## src/rtl/lag_measure_pkg.sv

```systemverilog
// Shared types for the display-lag measurement block: BCD value type,
// FSM state encoding, BCD limits and the bcdcount field offsets.
package lag_types;

  typedef logic [19:0] bcd5_t;

  typedef enum logic [1:0] {
    ARMED   = 2'd0,
    MEASURE = 2'd1,
    HOLD    = 2'd2
  } lag_state_t;

  localparam bcd5_t BCD5_MAX  = 20'h99999;
  localparam bcd5_t BCD5_ZERO = 20'h00000;

  // Field offsets of the four statistics inside bcdcount
  localparam int LAST_LSB  = 60;
  localparam int MIN_LSB   = 40;
  localparam int MAX_LSB   = 20;
  localparam int COUNT_LSB = 0;

  localparam int PRESCALE_W = 12;

endpackage

```

## src/rtl/lag_measure_bcd5_inc.sv

```systemverilog
// Combinational 5-digit packed-BCD incrementer with ripple per-digit carry.
// value_o wraps to 00000 from 99999; callers use at_max_o to saturate.
module bcd5_inc
  import lag_types::*;
(
  input  bcd5_t value_i,
  output bcd5_t value_o,
  output logic  at_max_o
);

  logic carry_s;

  // Add one to the least significant digit and ripple carries upward
  always_comb begin
    value_o = value_i;
    carry_s = 1'b1;
    for (int i = 0; i < 5; i++) begin
      if (carry_s) begin
        if (value_i[i*4 +: 4] >= 4'd9) begin
          value_o[i*4 +: 4] = 4'd0;
          carry_s           = 1'b1;
        end else begin
          value_o[i*4 +: 4] = value_i[i*4 +: 4] + 4'd1;
          carry_s           = 1'b0;
        end
      end else begin
        value_o[i*4 +: 4] = value_i[i*4 +: 4];
      end
    end
  end

  assign at_max_o = (value_i == BCD5_MAX);

endmodule

```

## src/rtl/lag_measure.sv

```systemverilog
// Display-lag meter: counts 10 us ticks from starttrigger until the photo
// sensor fires and keeps last/min/max/count statistics in packed BCD.
// Optional macro LAG_SENSOR_DEBOUNCE_EN adds a consecutive-high debounce
// stage of DEBOUNCE_CYCLES cycles after the sensor synchroniser.
module lag_measure
  import lag_types::*;
#(
  parameter int TICK_DIV = 742
`ifdef LAG_SENSOR_DEBOUNCE_EN
  , parameter int DEBOUNCE_CYCLES = 16
`endif
) (
  input  logic        clock,
  input  logic        reset_n,
  input  logic        starttrigger,
  input  logic        sensor,
  input  logic        clear_stats,
  output logic [79:0] bcdcount,
  output logic        measuring,
  output logic        timeout
);

  localparam logic [PRESCALE_W-1:0] PRE_LAST = PRESCALE_W'(TICK_DIV - 1);

  lag_state_t            state_q, state_d;
  bcd5_t                 acc_q, acc_d;
  logic [PRESCALE_W-1:0] pre_q, pre_d;
  bcd5_t                 last_q, last_d, min_q, min_d, max_q, max_d;
  bcd5_t                 count_q, count_d;
  logic                  timeout_q, timeout_d;
  logic                  measuring_q, measuring_d;
  logic                  sync1_q, sync1_d, sync2_q, sync2_d;
  logic                  sensor_det;
  bcd5_t                 acc_inc, count_inc;
  logic                  acc_at_max, count_at_max;

  bcd5_inc u_acc_inc (
    .value_i  (acc_q),
    .value_o  (acc_inc),
    .at_max_o (acc_at_max)
  );

  bcd5_inc u_count_inc (
    .value_i  (count_q),
    .value_o  (count_inc),
    .at_max_o (count_at_max)
  );

  // Two-flop synchroniser for the asynchronous sensor pin
  always_comb begin
    sync1_d = sensor;
    sync2_d = sync1_q;
  end

`ifdef LAG_SENSOR_DEBOUNCE_EN
  localparam int DB_W = $clog2(DEBOUNCE_CYCLES + 1);
  localparam logic [DB_W-1:0] DB_FULL = DB_W'(DEBOUNCE_CYCLES);

  logic [DB_W-1:0] deb_q, deb_d;

  // Count consecutive synced-high samples; any low sample restarts the count
  always_comb begin
    if (!sync2_q) begin
      deb_d = '0;
    end else if (deb_q == DB_FULL) begin
      deb_d = deb_q;
    end else begin
      deb_d = deb_q + 1'b1;
    end
  end

  // Debounce counter register
  always_ff @(posedge clock) begin
    if (!reset_n) begin
      deb_q <= '0;
    end else begin
      deb_q <= deb_d;
    end
  end

  // Detection drops as soon as the synced sample goes low
  assign sensor_det = sync2_q && (deb_q == DB_FULL);
`else
  assign sensor_det = sync2_q;
`endif

  // Measurement FSM, prescaler, accumulator and statistics update
  always_comb begin
    state_d   = state_q;
    acc_d     = acc_q;
    pre_d     = pre_q;
    timeout_d = timeout_q;
    last_d    = last_q;
    min_d     = min_q;
    max_d     = max_q;
    count_d   = count_q;

    case (state_q)
      ARMED: begin
        if (starttrigger) begin
          state_d   = MEASURE;
          acc_d     = BCD5_ZERO;
          pre_d     = '0;
          timeout_d = 1'b0;
        end else begin
          state_d = ARMED;
        end
      end
      MEASURE: begin
        if (sensor_det) begin
          last_d  = acc_q;
          if (acc_q < min_q) begin
            min_d = acc_q;
          end else begin
            min_d = min_q;
          end
          if (acc_q > max_q) begin
            max_d = acc_q;
          end else begin
            max_d = max_q;
          end
          if (count_at_max) begin
            count_d = count_q;
          end else begin
            count_d = count_inc;
          end
          state_d = HOLD;
        end else if (pre_q == PRE_LAST) begin
          pre_d = '0;
          if (acc_at_max) begin
            last_d    = BCD5_MAX;
            timeout_d = 1'b1;
            state_d   = HOLD;
          end else begin
            acc_d = acc_inc;
          end
        end else begin
          pre_d = pre_q + 1'b1;
        end
      end
      HOLD: begin
        if (!sensor_det) begin
          state_d = ARMED;
        end else begin
          state_d = HOLD;
        end
      end
      default: begin
        state_d = ARMED;
      end
    endcase

    // Clearing the statistics overrides a coincident capture
    if (clear_stats) begin
      last_d  = BCD5_ZERO;
      min_d   = BCD5_MAX;
      max_d   = BCD5_ZERO;
      count_d = BCD5_ZERO;
    end else begin
      last_d = last_d;
    end

    measuring_d = (state_d == MEASURE);
  end

  // State and datapath registers with synchronous active-low reset
  always_ff @(posedge clock) begin
    if (!reset_n) begin
      state_q     <= ARMED;
      acc_q       <= BCD5_ZERO;
      pre_q       <= '0;
      timeout_q   <= 1'b0;
      measuring_q <= 1'b0;
      last_q      <= BCD5_ZERO;
      min_q       <= BCD5_MAX;
      max_q       <= BCD5_ZERO;
      count_q     <= BCD5_ZERO;
      sync1_q     <= 1'b0;
      sync2_q     <= 1'b0;
    end else begin
      state_q     <= state_d;
      acc_q       <= acc_d;
      pre_q       <= pre_d;
      timeout_q   <= timeout_d;
      measuring_q <= measuring_d;
      last_q      <= last_d;
      min_q       <= min_d;
      max_q       <= max_d;
      count_q     <= count_d;
      sync1_q     <= sync1_d;
      sync2_q     <= sync2_d;
    end
  end

  assign bcdcount[LAST_LSB  +: 20] = last_q;
  assign bcdcount[MIN_LSB   +: 20] = min_q;
  assign bcdcount[MAX_LSB   +: 20] = max_q;
  assign bcdcount[COUNT_LSB +: 20] = count_q;
  assign measuring = measuring_q;
  assign timeout   = timeout_q;

endmodule

```

## config.mk

```make
export PLATFORM = sky130hd
export DESIGN_NAME = lag_measure
export DESIGN_NICKNAME = d
export VERILOG_FILES = /design/src/rtl/lag_measure_pkg.sv /design/src/rtl/lag_measure_bcd5_inc.sv /design/src/rtl/lag_measure.sv
export SDC_FILE = /design/constraint.sdc
export NUM_CORES = 1
export LEC_CHECK = 0
export ABC_AREA = 0
export CORE_UTILIZATION = 35
export CTS_BUF_LIST = sky130_fd_sc_hd__clkbuf_16
export DETAILED_ROUTE_END_ITERATION = 6
export MAX_ROUTING_LAYER = met4
export PLACE_DENSITY_LB_ADDON = 0.05
export SLEW_MARGIN = 15
export SYNTH_ARGS = -nofsm -noshare
export SYNTH_HDL_FRONTEND = slang
export SYNTH_SLANG_ARGS = --single-unit
```

## constraint.sdc

```tcl
create_clock -name clock -period 2.75 [get_ports clock]
set_clock_uncertainty 0.2 [all_clocks]
set_input_delay 0.4125 -clock clock [delete_from_list [all_inputs] [get_ports clock]]
set_output_delay 0.4125 -clock clock [all_outputs]
set_load 0.05 [all_outputs]
```

# After elaboration in Yosys (flattened, before gate mapping)
# Cells that the tools add are included.
dict set report word_totals {
  ff_bits 118
  in_bits 5
  out_inout_bits 82
  elab_cells 130
}
dict set report classes {
  add_sub_neg 11
  n_lt_le_gt_ge 12
  n_eq_ne 15
  muxes 51
  bitwise 2
  reduce_logical 20
}
# cell n
set op_table {}
lappend op_table {{20-bit 2-to-1 mux} 7}
lappend op_table {{4-bit 2-to-1 mux} 14}
lappend op_table {{4-bit by 1-bit adder with 4-bit output, second input constant} 10}
lappend op_table {{20-bit == test, second input constant} 2}
lappend op_table {{4-bit >= comparator, second input constant} 10}
lappend op_table {{20-bit one-hot mux with 2 select lines} 1}
lappend op_table {{12-bit 2-to-1 mux} 3}
lappend op_table {{12-bit one-hot mux with 2 select lines} 1}
lappend op_table {{6-bit AND reduction} 4}
lappend op_table {{20-bit greater-than comparator} 1}
lappend op_table {{20-bit less-than comparator} 1}
lappend op_table {{1-bit 2-to-1 mux} 19}
lappend op_table {{4-bit AND reduction} 4}
lappend op_table {{3-bit AND reduction} 5}
lappend op_table {{12-bit by 1-bit adder with 12-bit output, second input constant} 1}
lappend op_table {{12-bit by 10-bit == test with 1-bit output, second input constant} 1}
lappend op_table {{2-bit != test, second input constant} 5}
lappend op_table {{5-bit AND reduction} 2}
lappend op_table {{2-bit 2-to-1 mux} 4}
lappend op_table {{2-bit by 1-bit != test with 1-bit output, second input constant} 4}
lappend op_table {{2-bit one-hot mux with 3 select lines} 1}
lappend op_table {{2-bit nonzero test} 3}
lappend op_table {{2-bit by 1-bit == test with 1-bit output, second input constant} 2}
lappend op_table {{2-bit == test, second input constant} 1}
lappend op_table {{4 further kinds} 5}

# Depth between registers and ports, before layout
# Gate-level depths: netlist of the first run.
dict set report depth {
  word_depth 10
  mapped_depth 10
  depth_no_buf 8
}

# By module
# A second synthesis of the first run with hierarchy kept.
dict set report unflattened {
  hier_cells 811
  hier_area_um2 6852.8
}
# module instances cells_each area_per_inst_um2 seq_area_each_um2
set by_module_without_submodules {}
lappend by_module_without_submodules {lag_measure 1 623 5506.5 2362.3}
lappend by_module_without_submodules {bcd5_inc 2 94 673.1 0.0}

# Worst setup path before layout of the first run
# No wires, ideal clock.
dict set report synth_path {
  path_type {flip-flop to flip-flop}
  from {register count_q[4]}
  to {register count_q[18]}
  setup_ps 117
  arrival_ps 2632
  required_time_ps 2433
  slack_ps -200
  path_stages_with_launch 9
  period_less_slack_ps 2950
  path_cell_list {dfxtp_1 > ha_1 > or4bb_1 > or4_4 > and4_4 > buf_6 > and2_4 > buf_6 > a32o_1}
}
dict set report synth_via {
  elab_chain_cells 6
}
# element line_no
set synth_rtl {}
lappend synth_rtl {{start, declared} lag_measure.sv:29} ;# bcd5_t count_q, count_d;
lappend synth_rtl {{start signal, assigned} lag_measure.sv:189} ;# count_q <= count_d;
lappend synth_rtl {{4-bit >= comparator} lag_measure_bcd5_inc.sv:19} ;# if (value_i[i*4 +: 4] >= 4'd9) begin
lappend synth_rtl {{1-bit 2-to-1 mux} lag_measure_bcd5_inc.sv:19}
lappend synth_rtl {{1-bit 2-to-1 mux (3 in a row)} lag_measure_bcd5_inc.sv:18} ;# if (carry_s) begin
lappend synth_rtl {{4-bit AND reduction (no line) (*)} -}
# Mark *: on every way between the ends. The rest lies on a longest branch, timed or not.
# A chain may end at the register's enable or synchronous reset.

# Worst setup path after layout of the first run
dict set report layout_path {
  from {register acc_q[13]}
  to {register min_q[7]}
}
dict set report layout_via {
  elab_chain_cells 2
}
# element line_no
set layout_rtl {}
lappend layout_rtl {{start, declared} lag_measure.sv:26} ;# bcd5_t acc_q, acc_d;
lappend layout_rtl {{start signal, assigned} lag_measure.sv:170} ;# acc_q <= BCD5_ZERO;
lappend layout_rtl {{start signal, assigned} lag_measure.sv:182} ;# acc_q <= acc_d;
lappend layout_rtl {{20-bit less-than comparator} lag_measure.sv:112} ;# if (acc_q < min_q) begin
lappend layout_rtl {{3-bit AND reduction (no line)} -}
lappend layout_rtl {{end signal, assigned} lag_measure.sv:187} ;# min_q <= min_d;
lappend layout_rtl {{end, declared} lag_measure.sv:28} ;# bcd5_t last_q, last_d, min_q, min_d, max_q, max_d;
# No other way between the ends.

==> flow_metrics.env, run 1 <==
export IMPL_wl_met2_mm=9.10
export IMPL_ios=87
export IMPL_port_buffers=86
export IMPL_wl_mm=19.3
export IMPL_p_clk_frac=0.529
export IMPL_switching_power_w=0.00103
export IMPL_wl_met3_mm=1.02
export IMPL_layout_cells_non_filler=1117
export IMPL_antenna_found_initial=0
export IMPL_hold_viol=0
export IMPL_p_per_area_nw_per_um2=531
export IMPL_via_count=5911
export IMPL_grt_max_degree=41
export IMPL_dp_hpwl_mm=14.7
export IMPL_syn_nets=835
export IMPL_rsz0062_at_grt="no"
export IMPL_synth_main_ff_cell="dfxtp_1"
export IMPL_synth_warnings=0
export IMPL_first_iter_violations=370
export IMPL_antenna_left=0
export IMPL_fin_crit_ns=2.59
export IMPL_postCtsHoldBufs=0
export IMPL_crit_chain="ha_1 -> a21oi_1 -> o21ai_0 -> a2111oi_0 -> o221ai_2 -> buf_12 -> nor3_1 -> a31oi_1"
export IMPL_sw_frac_of_total=0.231
export IMPL_nFillCells=1764
export IMPL_dieArea_sq_um=18800
export IMPL_ys_seq_area_frac=0.370
export IMPL_synth_simple_area_share=0.211
export IMPL_dieHeight_microns=137
export IMPL_crit_fanout=40
export IMPL_crit_family="compound AO/OA/AOI/OAI gates"
export IMPL_row_count=49
export IMPL_post_cts_repair_setup_buffers=0
export IMPL_sequentialPowerShare=0.391
export IMPL_place_inst=1085
export IMPL_first_pass_iters=5
export IMPL_first_global_vias=5607
export IMPL_start_util=0.357
export IMPL_insertion_delay_ns=0.42
export IMPL_drive_above_1_share=0.131
export IMPL_slew_viol_final=0
export IMPL_cts_tree="built"
export IMPL_syn_inst=759
export IMPL_p_total_w=0.00447
export IMPL_routabilityCongestion=0.891
export IMPL_syn_to_final_growth_pct=31.6
export IMPL_synth_fa_ha_area_frac=0.139
export IMPL_antenna_cells=0
export IMPL_synth_compound_area_frac=0.185
export IMPL_min_to="sensor_det"
export IMPL_syn_area_sq_um=6390
export IMPL_avgSynthCellArea_sq_um=8.42
export IMPL_die_x_microns=137
export IMPL_numCtsBuffers=17
export IMPL_globalRouteOverflowTotal=0
export IMPL_ys_seq_elements=118
export IMPL_r2r_cells=8
export IMPL_tightestPinTransition_ns=0.618
export IMPL_r2r_end="min_q[7]"
export IMPL_cts_sinks=118
export IMPL_rrSetupSlack_ns=0.16
export IMPL_wl_met1_mm=8.95
export IMPL_detailedPlace_worstSlack_ns=0.109
export IMPL_ys_types=68
export IMPL_hold_path_depth=1
export IMPL_fmax_mhz=386
export IMPL_internal_power_w=0.00343
export IMPL_wl_per_cell_microns=17.3
export IMPL_critPathMaxStageDelay_ns=0.52
export IMPL_crit_required_ns=2.84
export IMPL_min_delay_start="sync1_q"
export IMPL_clk_pin_slew_ns=0.05
export IMPL_cts_root_buf="clkbuf_16"
export IMPL_timing_final_ws_setup_ns=0.161
export IMPL_status="complete, no violations"
export IMPL_timing_rr_start="acc_q[13]"
export IMPL_crit_slowest_cell="a2111oi_0"
export IMPL_yosys_area_share_xor_xnor=0.0192
export IMPL_cp_num_buf_inv=1
export IMPL_whs_ns=0.243
export IMPL_setup_tns_ns=0
export IMPL_crit_type="reg2reg"
export IMPL_grt_usage=0.221
export IMPL_cp_start_kind="flip-flop"
export IMPL_final_setup_viol_count=0
export IMPL_viasPerCell=5.29
export IMPL_htree_levels=4
export IMPL_grt_pass1_wl_mm=30.2
export IMPL_num_nets_final=951
export IMPL_top_layer="met4"
export IMPL_p_leak_nw=3.33
export IMPL_synth_mux_area_frac=0.00313
export IMPL_hp_class="reg2reg"
export IMPL_drc_errors=0
export IMPL_design_core_area_sq_um=17900
export IMPL_crit_arrival_ns=2.68
export IMPL_synth_top_family_by_area="simple AND/OR/NAND/NOR gates"
export IMPL_cp_end_kind="flip-flop"
export IMPL_async_reset_ff_frac=0
export IMPL_drv_cap=0
export IMPL_synth_edf_count=0
export IMPL_combPwrFrac=0.080
export IMPL_ir_worst_vdd_v=0.000427
export IMPL_clockBufferDepth=2
export IMPL_timing_slew_headroom=0.588
export IMPL_period_share=0.941
==> layer usage <==
| layer | up-vias | global-route usage |
|---|---|---|
| li1 | 2923 | - |
| met1 | 2808 | 0.273 |
| met2 | 159 | 0.354 |
| met3 | 21 | 0.0522 |
| met4 | 0 | 0.0726 |
| met5 | - | - |
==> power groups by stage <==
stage | Clock [W] | Combinational, W | Sequential (W)
4_1_cts | 0.00242 | 0.000356 | 0.00174
5_1_grt | 0.00251 | 0.000393 | 0.00174
6_report | 0.00236 | 0.000359 | 0.00174
3_3_place_gp | 0 | 0.000352 | 0.00178
2_1_floorplan | 0 | 0.000210 | 0.00179
3_5_place_dp | 0 | 0.000354 | 0.00178
==> worst register-to-register path, cell delays in order (launching register included) <==
cell and delay (ns):
dfxtp_1 0.49, ha_1 0.31, a21oi_1 0.14, o21ai_0 0.13, a2111oi_0 0.52, o221ai_2 0.21, buf_12 0.22, nor3_1 0.18
a31oi_1 0.06
==> final cells by class <==
type	instances	area [sq um]	share of cell area
sequential	118	2370	0.281
clock inverter	15	195	0.0232
tap	229	287	0.0341
inverter	72	270	0.0321
multi-input combinational	529	3590	0.426
clock buffer	17	425	0.0506
timing repair buffer	137	1280	0.152
==> worst max path at each step <==
stage	depth (start not counted)	start	to	slack [ns]
after floorplan	7	count_q[11]	count_q[18]	0.02
after global placement	8	max_q[14]	max_q[10]	0.15
after detailed placement	8	acc_q[4]	acc_q[16]	0.11
after CTS	8	acc_q[4]	acc_q[16]	0.09
after global routing	8	max_q[14]	max_q[9]	0.03
final	8	acc_q[13]	min_q[7]	0.16
==> synthesized netlist by cell type (9+ instances only) <==
library cell	count	share of area
nand4_1	18	0.018
nand2_1	67	0.039
clkbuf_1	30	0.018
nand3_1	55	0.043
a21oi_1	59	0.046
nor2_1	44	0.026
o211ai_1	9	0.011
nor3_1	13	0.010
ha_1	71	0.14
o31ai_1	14	0.016
inv_1	72	0.042
o221a_2	10	0.018
o21ai_0	45	0.035
dfxtp_1	118	0.37
==> flip-flops by register name (all words and copies together) (netlist names) <==
name        count
count_q        20
measuring       1
timeout         1
acc_q          20
max_q          20
last_q         20
state_q         2
sensor_det      1
sync1_q         1
min_q          20
pre_q          12
==> logic make-up (layout without fill, tap and decap cells) <==
logic type	count (synthesis)	in the layout
buffers and inverters	112	241
flip-flops	118	118
AND/OR/NAND/NOR	258	258
multiplexers	2	2
AO/OA/AOI/OAI	184	184
XOR/XNOR	14	14
adder cells (fa/ha/maj)	71	71
==> placed cells by master (no fill, tap or decap), types with 3 or more instances in the layout <==
| master | instances |
|---|---|
| clkbuf_16 | 17 |
| a41oi_1 | 5 |
| xnor2_1 | 7 |
| o221a_2 | 10 |
| nand2_1 | 67 |
| nand4b_1 | 3 |
| ha_1 | 71 |
| a211oi_1 | 4 |
| xor2_1 | 7 |
| nand3b_1 | 3 |
| or3_1 | 3 |
| and4_1 | 4 |
| a21o_1 | 5 |
| buf_12 | 3 |
| a21oi_1 | 59 |
| and3_1 | 3 |
| o211ai_1 | 9 |
| a31oi_1 | 5 |
| buf_4 | 48 |
| clkdlybuf4s50_1 | 86 |
| inv_1 | 76 |
| nor3_1 | 12 |
| nand2b_1 | 3 |
| dfxtp_1 | 114 |
| nand3_1 | 55 |
| nand4_1 | 18 |
| and2_1 | 6 |
| a21boi_0 | 8 |
| nor2_1 | 44 |
| o21ai_0 | 45 |
| o31ai_1 | 14 |
| nor2b_1 | 8 |
| o22ai_1 | 4 |
| dfxtp_2 | 4 |
| clkinv_2 | 3 |
| bufinv_16 | 5 |
==> per-stage QoR <==
step / cell area [sq um] / utilization
6_report: 8410 / 0.470
5_1_grt: 8410 / 0.470
4_1_cts: 8390 / 0.469
3_5_place_dp: 7770 / 0.434
3_3_place_gp: 7770 / 0.434
2_1_floorplan: 6390 / -
==> repair_timing <==
action / CTS / global route
endpoints found under the setup margin: 0 / 30
endpoints found under the hold margin: 0 / 0
resized for setup: 0 / 5
Note: power is estimated with default switching activity, not from simulation.
==> inputs of run 2 (changes only) <==
CORE_UTILIZATION = 40   (was 35)
CTS_CLUSTER_SIZE = 30   (was default)
==> flow_metrics.env, run 2 (synthesized netlist as in run 1, its figures left out) <==
export IMPL_drv_cap=0
export IMPL_routabilityCongestion=0.866
export IMPL_most_common_layout_cells="dfxtp_1 (115), clkdlybuf4s50_1 (86), inv_1 (72)"
export IMPL_p_total_w=0.00428
export IMPL_final_setup_viol_count=0
export IMPL_internal_power_w=0.00318
export IMPL_rrSetupSlack_ns=0.14
export IMPL_cts_root_buf="clkbuf_16"
export IMPL_htree_levels=4
export IMPL_die_x_microns=128
export IMPL_hold_viol=0
export IMPL_globalRouteOverflowTotal=0
export IMPL_post_cts_repair_setup_buffers=0
export IMPL_fmax_mhz=383
export IMPL_rsz0062_at_grt="no"
export IMPL_antenna_found_initial=0
export IMPL_switching_power_w=0.00110
export IMPL_slew_viol_final=0
export IMPL_setup_tns_ns=0
export IMPL_num_nets_final=947
export IMPL_syn_to_final_growth_pct=29.8
export IMPL_crit_type="reg2reg"
export IMPL_hp_class="reg2reg"
export IMPL_combPwrFrac=0.082
export IMPL_sw_frac_of_total=0.257
export IMPL_insertion_delay_ns=0.43
export IMPL_clk_pin_slew_ns=0.06
export IMPL_first_iter_violations=413
export IMPL_nFillCells=1391
export IMPL_timing_slew_headroom=0.536
export IMPL_r2r_end="max_q[1]"
export IMPL_row_count=45
export IMPL_wl_mm=19.0
export IMPL_via_count=5905
export IMPL_crit_fanout=20
export IMPL_cp_startpoint="acc_q[18]"
export IMPL_antenna_cells=0
export IMPL_first_pass_iters=5
export IMPL_cp_start_kind="flip-flop"
export IMPL_viasPerCell=5.40
export IMPL_dieHeight_microns=128
export IMPL_crit_required_ns=2.87
export IMPL_clockBufferDepth=2
export IMPL_placed_cell_area_sq_um=7710
export IMPL_ir_worst_vdd_v=0.000387
export IMPL_p_per_area_nw_per_um2=516
export IMPL_r2r_cells=7
export IMPL_timing_rr_start="acc_q[18]"
export IMPL_grt_max_degree=34
export IMPL_finish_utilization=0.540
export IMPL_period_share=0.948
export IMPL_design_core_area_sq_um=15400
export IMPL_antenna_left=0
export IMPL_fin_crit_ns=2.61
export IMPL_wl_per_cell_microns=17.3
export IMPL_port_buffers=86
export IMPL_numCtsBuffers=17
export IMPL_dieArea_sq_um=16500
export IMPL_cp_end_kind="flip-flop"
export IMPL_ios=87
export IMPL_start_util=0.416
export IMPL_sequentialPowerShare=0.407
export IMPL_cts_sinks=118
export IMPL_layout_commonest_cell="dfxtp_1"
export IMPL_drc_errors=0
export IMPL_status="complete, no violations"
export IMPL_grt_pass1_wl_mm=30.1
export IMPL_dp_hpwl_mm=14.2
export IMPL_crit_arrival_ns=2.73
export IMPL_drive_above_1_share=0.130
export IMPL_cts_tree="built"
export IMPL_p_clk_frac=0.511
export IMPL_first_global_vias=5697
export IMPL_p_leak_nw=3.24
export IMPL_tightestPinTransition_ns=0.696
export IMPL_grt_usage=0.248
export IMPL_stdcell_area_sq_um=8300
export IMPL_critPathCapture="max_q[1]"
[run 2: final cells by class]
type	instances	area, sq um	area share
clock buffer	17	425	0.0513
timing repair buffer	133	1240	0.149
clock inverter	14	154	0.0186
tap	211	264	0.0318
sequential	118	2370	0.285
inverter	72	270	0.0326
multi-input combinational	529	3580	0.431
[run 2: worst min path at each step]
stage	startpoint	end	slack, ns	cells past startpoint
2_1_floorplan	sync1_q	sensor_det	0.21	1
3_3_place_gp	sync1_q	sensor_det	0.22	1
3_5_place_dp	sync1_q	sensor_det	0.23	1
4_1_cts	sync1_q	sensor_det	0.24	1
5_1_grt	sync1_q	sensor_det	0.25	1
6_report	sync1_q	sensor_det	0.24	1
[run 2: critical path, cell delays in order (launching register included)]
cell	delay [ns]
dfxtp_1	0.44
ha_1	0.36
nand4_1	0.16
nor4_1	0.38
a21bo_2	0.28
and4_2	0.35
o21ai_0	0.23
a21oi_1	0.10
[run 2: metal layers]
layer / track usage / share of wire / up-vias
li1: - / - / 2903
met1: 0.306 / 0.45 / 2794
met2: 0.394 / 0.47 / 178
met3: 0.0532 / 0.057 / 30
met4: 0.0955 / 0.022 / 0
met5: - / 0 / -
[run 2: power by group through the flow]
stage / logic, W / clock network, W / registers [W]
final: 0.000352 / 0.00219 / 0.00174
after global routing: 0.000387 / 0.00230 / 0.00174
after detailed placement: 0.000347 / 0 / 0.00178
after CTS: 0.000349 / 0.00222 / 0.00174
after floorplan: 0.000210 / 0 / 0.00179
after global placement: 0.000341 / 0 / 0.00178
[run 2: metrics by stage]
step | instances | worst slack (ns) | hold slack [ns]
finish | 1094 | 0.142 | 0.237
CTS | 1094 | 0.0669 | 0.243
detailed placement | 1063 | 0.0429 | 0.229
global route | 1094 | 0.00387 | 0.254
floorplan | 759 | 0.0197 | 0.212
global placement | 1063 | 0.108 | 0.223
[run 2: repair_timing]
action                     in CTS  in global routing
gates resized for setup         0                  3
setup endpoints to repair       0                 39
hold buffers                    0                  0
==> inputs of run 3 (changes only) <==
clock period = 3.1 ns   (was 2.75 ns; I/O delays follow)
==> flow_metrics.env, run 3 (synthesized netlist as in run 1, its figures left out) <==
export IMPL_first_global_vias=5540
export IMPL_postCtsHoldBufs=0
export IMPL_critPathMaxStageDelay_ns=0.53
export IMPL_place_inst=1044
export IMPL_insertion_delay_ns=0.42
export IMPL_layout_commonest_cell="dfxtp_1"
export IMPL_cp_start_kind="flip-flop"
export IMPL_port_buffers=86
export IMPL_finish_utilization=0.524
export IMPL_dieHeight_microns=128
export IMPL_htree_levels=4
export IMPL_cts_tree="built"
export IMPL_setup_tns_ns=0
export IMPL_rsz0062_at_grt="no"
export IMPL_tightestPinTransition_ns=0.697
export IMPL_globalRouteOverflowTotal=0
export IMPL_crit_chain="ha_1 -> nand4_1 -> nor4_1 -> a21bo_2 -> and4_1 -> o21ai_0 -> a21oi_1"
export IMPL_stdcell_area_sq_um=8050
export IMPL_p_leak_nw=3.12
export IMPL_crit_slowest_cell="nor4_1"
export IMPL_grt_max_degree=34
export IMPL_drv_cap=0
export IMPL_die_x_microns=128
export IMPL_numCtsBuffers=17
export IMPL_slew_viol_final=0
export IMPL_fin_crit_ns=2.97
export IMPL_min_delay_start="sync1_q"
export IMPL_grt_pass1_wl_mm=28.4
export IMPL_drive_above_1_share=0.0952
export IMPL_first_pass_iters=5
export IMPL_period_share=0.957
export IMPL_cp_end_kind="flip-flop"
export IMPL_timing_slew_headroom=0.535
export IMPL_syn_to_final_growth_pct=26.0
export IMPL_status="complete, no violations"
export IMPL_p_per_area_nw_per_um2=440
export IMPL_start_util=0.416
export IMPL_num_nets_final=928
export IMPL_ir_worst_vdd_v=0.000369
export IMPL_wl_mm=18.0
export IMPL_ios=87
export IMPL_most_common_layout_cells="dfxtp_1 (118), clkdlybuf4s50_1 (86), inv_1 (73)"
export IMPL_whs_ns=0.247
export IMPL_row_count=45
export IMPL_drc_errors=0
export IMPL_wl_per_cell_microns=16.8
export IMPL_routabilityCongestion=0.889
export IMPL_antenna_left=0
export IMPL_crit_arrival_ns=3.05
export IMPL_first_iter_violations=331
export IMPL_cts_root_buf="clkbuf_16"
export IMPL_dp_hpwl_mm=13.5
export IMPL_crit_required_ns=3.19
export IMPL_placed_cell_area_sq_um=7550
export IMPL_hold_viol=0
export IMPL_via_count=5868
export IMPL_cp_startpoint="acc_q[14]"
export IMPL_fmax_mhz=337
export IMPL_cts_sinks=118
export IMPL_crit_type="reg2reg"
export IMPL_clockBufferDepth=2
export IMPL_hp_class="reg2reg"
export IMPL_viasPerCell=5.47
export IMPL_dieArea_sq_um=16500
export IMPL_nFillCells=1467
export IMPL_antenna_cells=0
export IMPL_layout_cells_non_filler=1072
export IMPL_timing_rr_start="acc_q[14]"
export IMPL_final_setup_viol_count=0
export IMPL_design_core_area_sq_um=15400
export IMPL_antenna_found_initial=0
export IMPL_clk_pin_slew_ns=0.05
export IMPL_grt_usage=0.231
export IMPL_crit_fanout=20
==> run 3: changes by cell type in the layout (fill, tap and decap cells not counted), sizes merged <==
cell,before,now
buf,47,28
bufinv,2,1
clkinv,7,9
clkinvlp,3,0
inv,74,73
==> run 3: path summary, 6_finish.rpt <==
check / to / slack, ns / cells after the start
hold / removal: sensor_det / 0.25 / 1
setup / recovery: max_q[3] / 0.13 / 7
setup reg to reg: max_q[3] / 0.13 / 7
hold reg to reg: sensor_det / 0.25 / 1
==> run 3: metrics by stage <==
stage,power (W),setup slack (ns)
after floorplan,0.00178,0.150
final,0.00354,0.135
after global routing,0.00367,0.0170
after CTS,0.00357,0.191
after global placement,0.00185,0.266
after detailed placement,0.00186,0.220
==> run 3: routing by layer <==
layer | GRT usage | routed length, microns | vias up
li1 | - | - | 2865
met1 | 0.281 | 8040 | 2794
met5 | - | 0 | -
met2 | 0.377 | 8630 | 178
met3 | 0.0486 | 955 | 31
met4 | 0.0858 | 410 | 0
==> run 3: worst max-delay path: cells and delay by family, from the launching register on <==
kind / cells / cell delay [ns]
flip-flops: 1 / 0.45
adder cells (fa/ha/maj): 1 / 0.37
AO/OA/AOI/OAI: 3 / 0.69
AND/OR/NAND/NOR: 3 / 1.13
==> run 3: repair_timing <==
action	CTS	global route
buffers inserted	0	0
resized for setup	0	1
setup endpoints to repair	0	3
==> run 3: where the power goes <==
part           leakage [nW]  internal [W]  switching (W)
combinational          1.92     0.0000896       0.000191
sequential            0.952       0.00153      0.0000192
clock                 0.250       0.00105       0.000656
==> run 3: area by class of cell <==
class                           instances  area, sq um  share of cell area
Inverter                               72          270              0.0336
Timing Repair Buffer                  114         1080               0.135
Clock inverter                         11         71.3             0.00886
Sequential cell                       118         2360               0.293
Tap cell                              211          264              0.0328
Multi-Input combinational cell        529         3570               0.444
Clock buffer                           17          425              0.0528
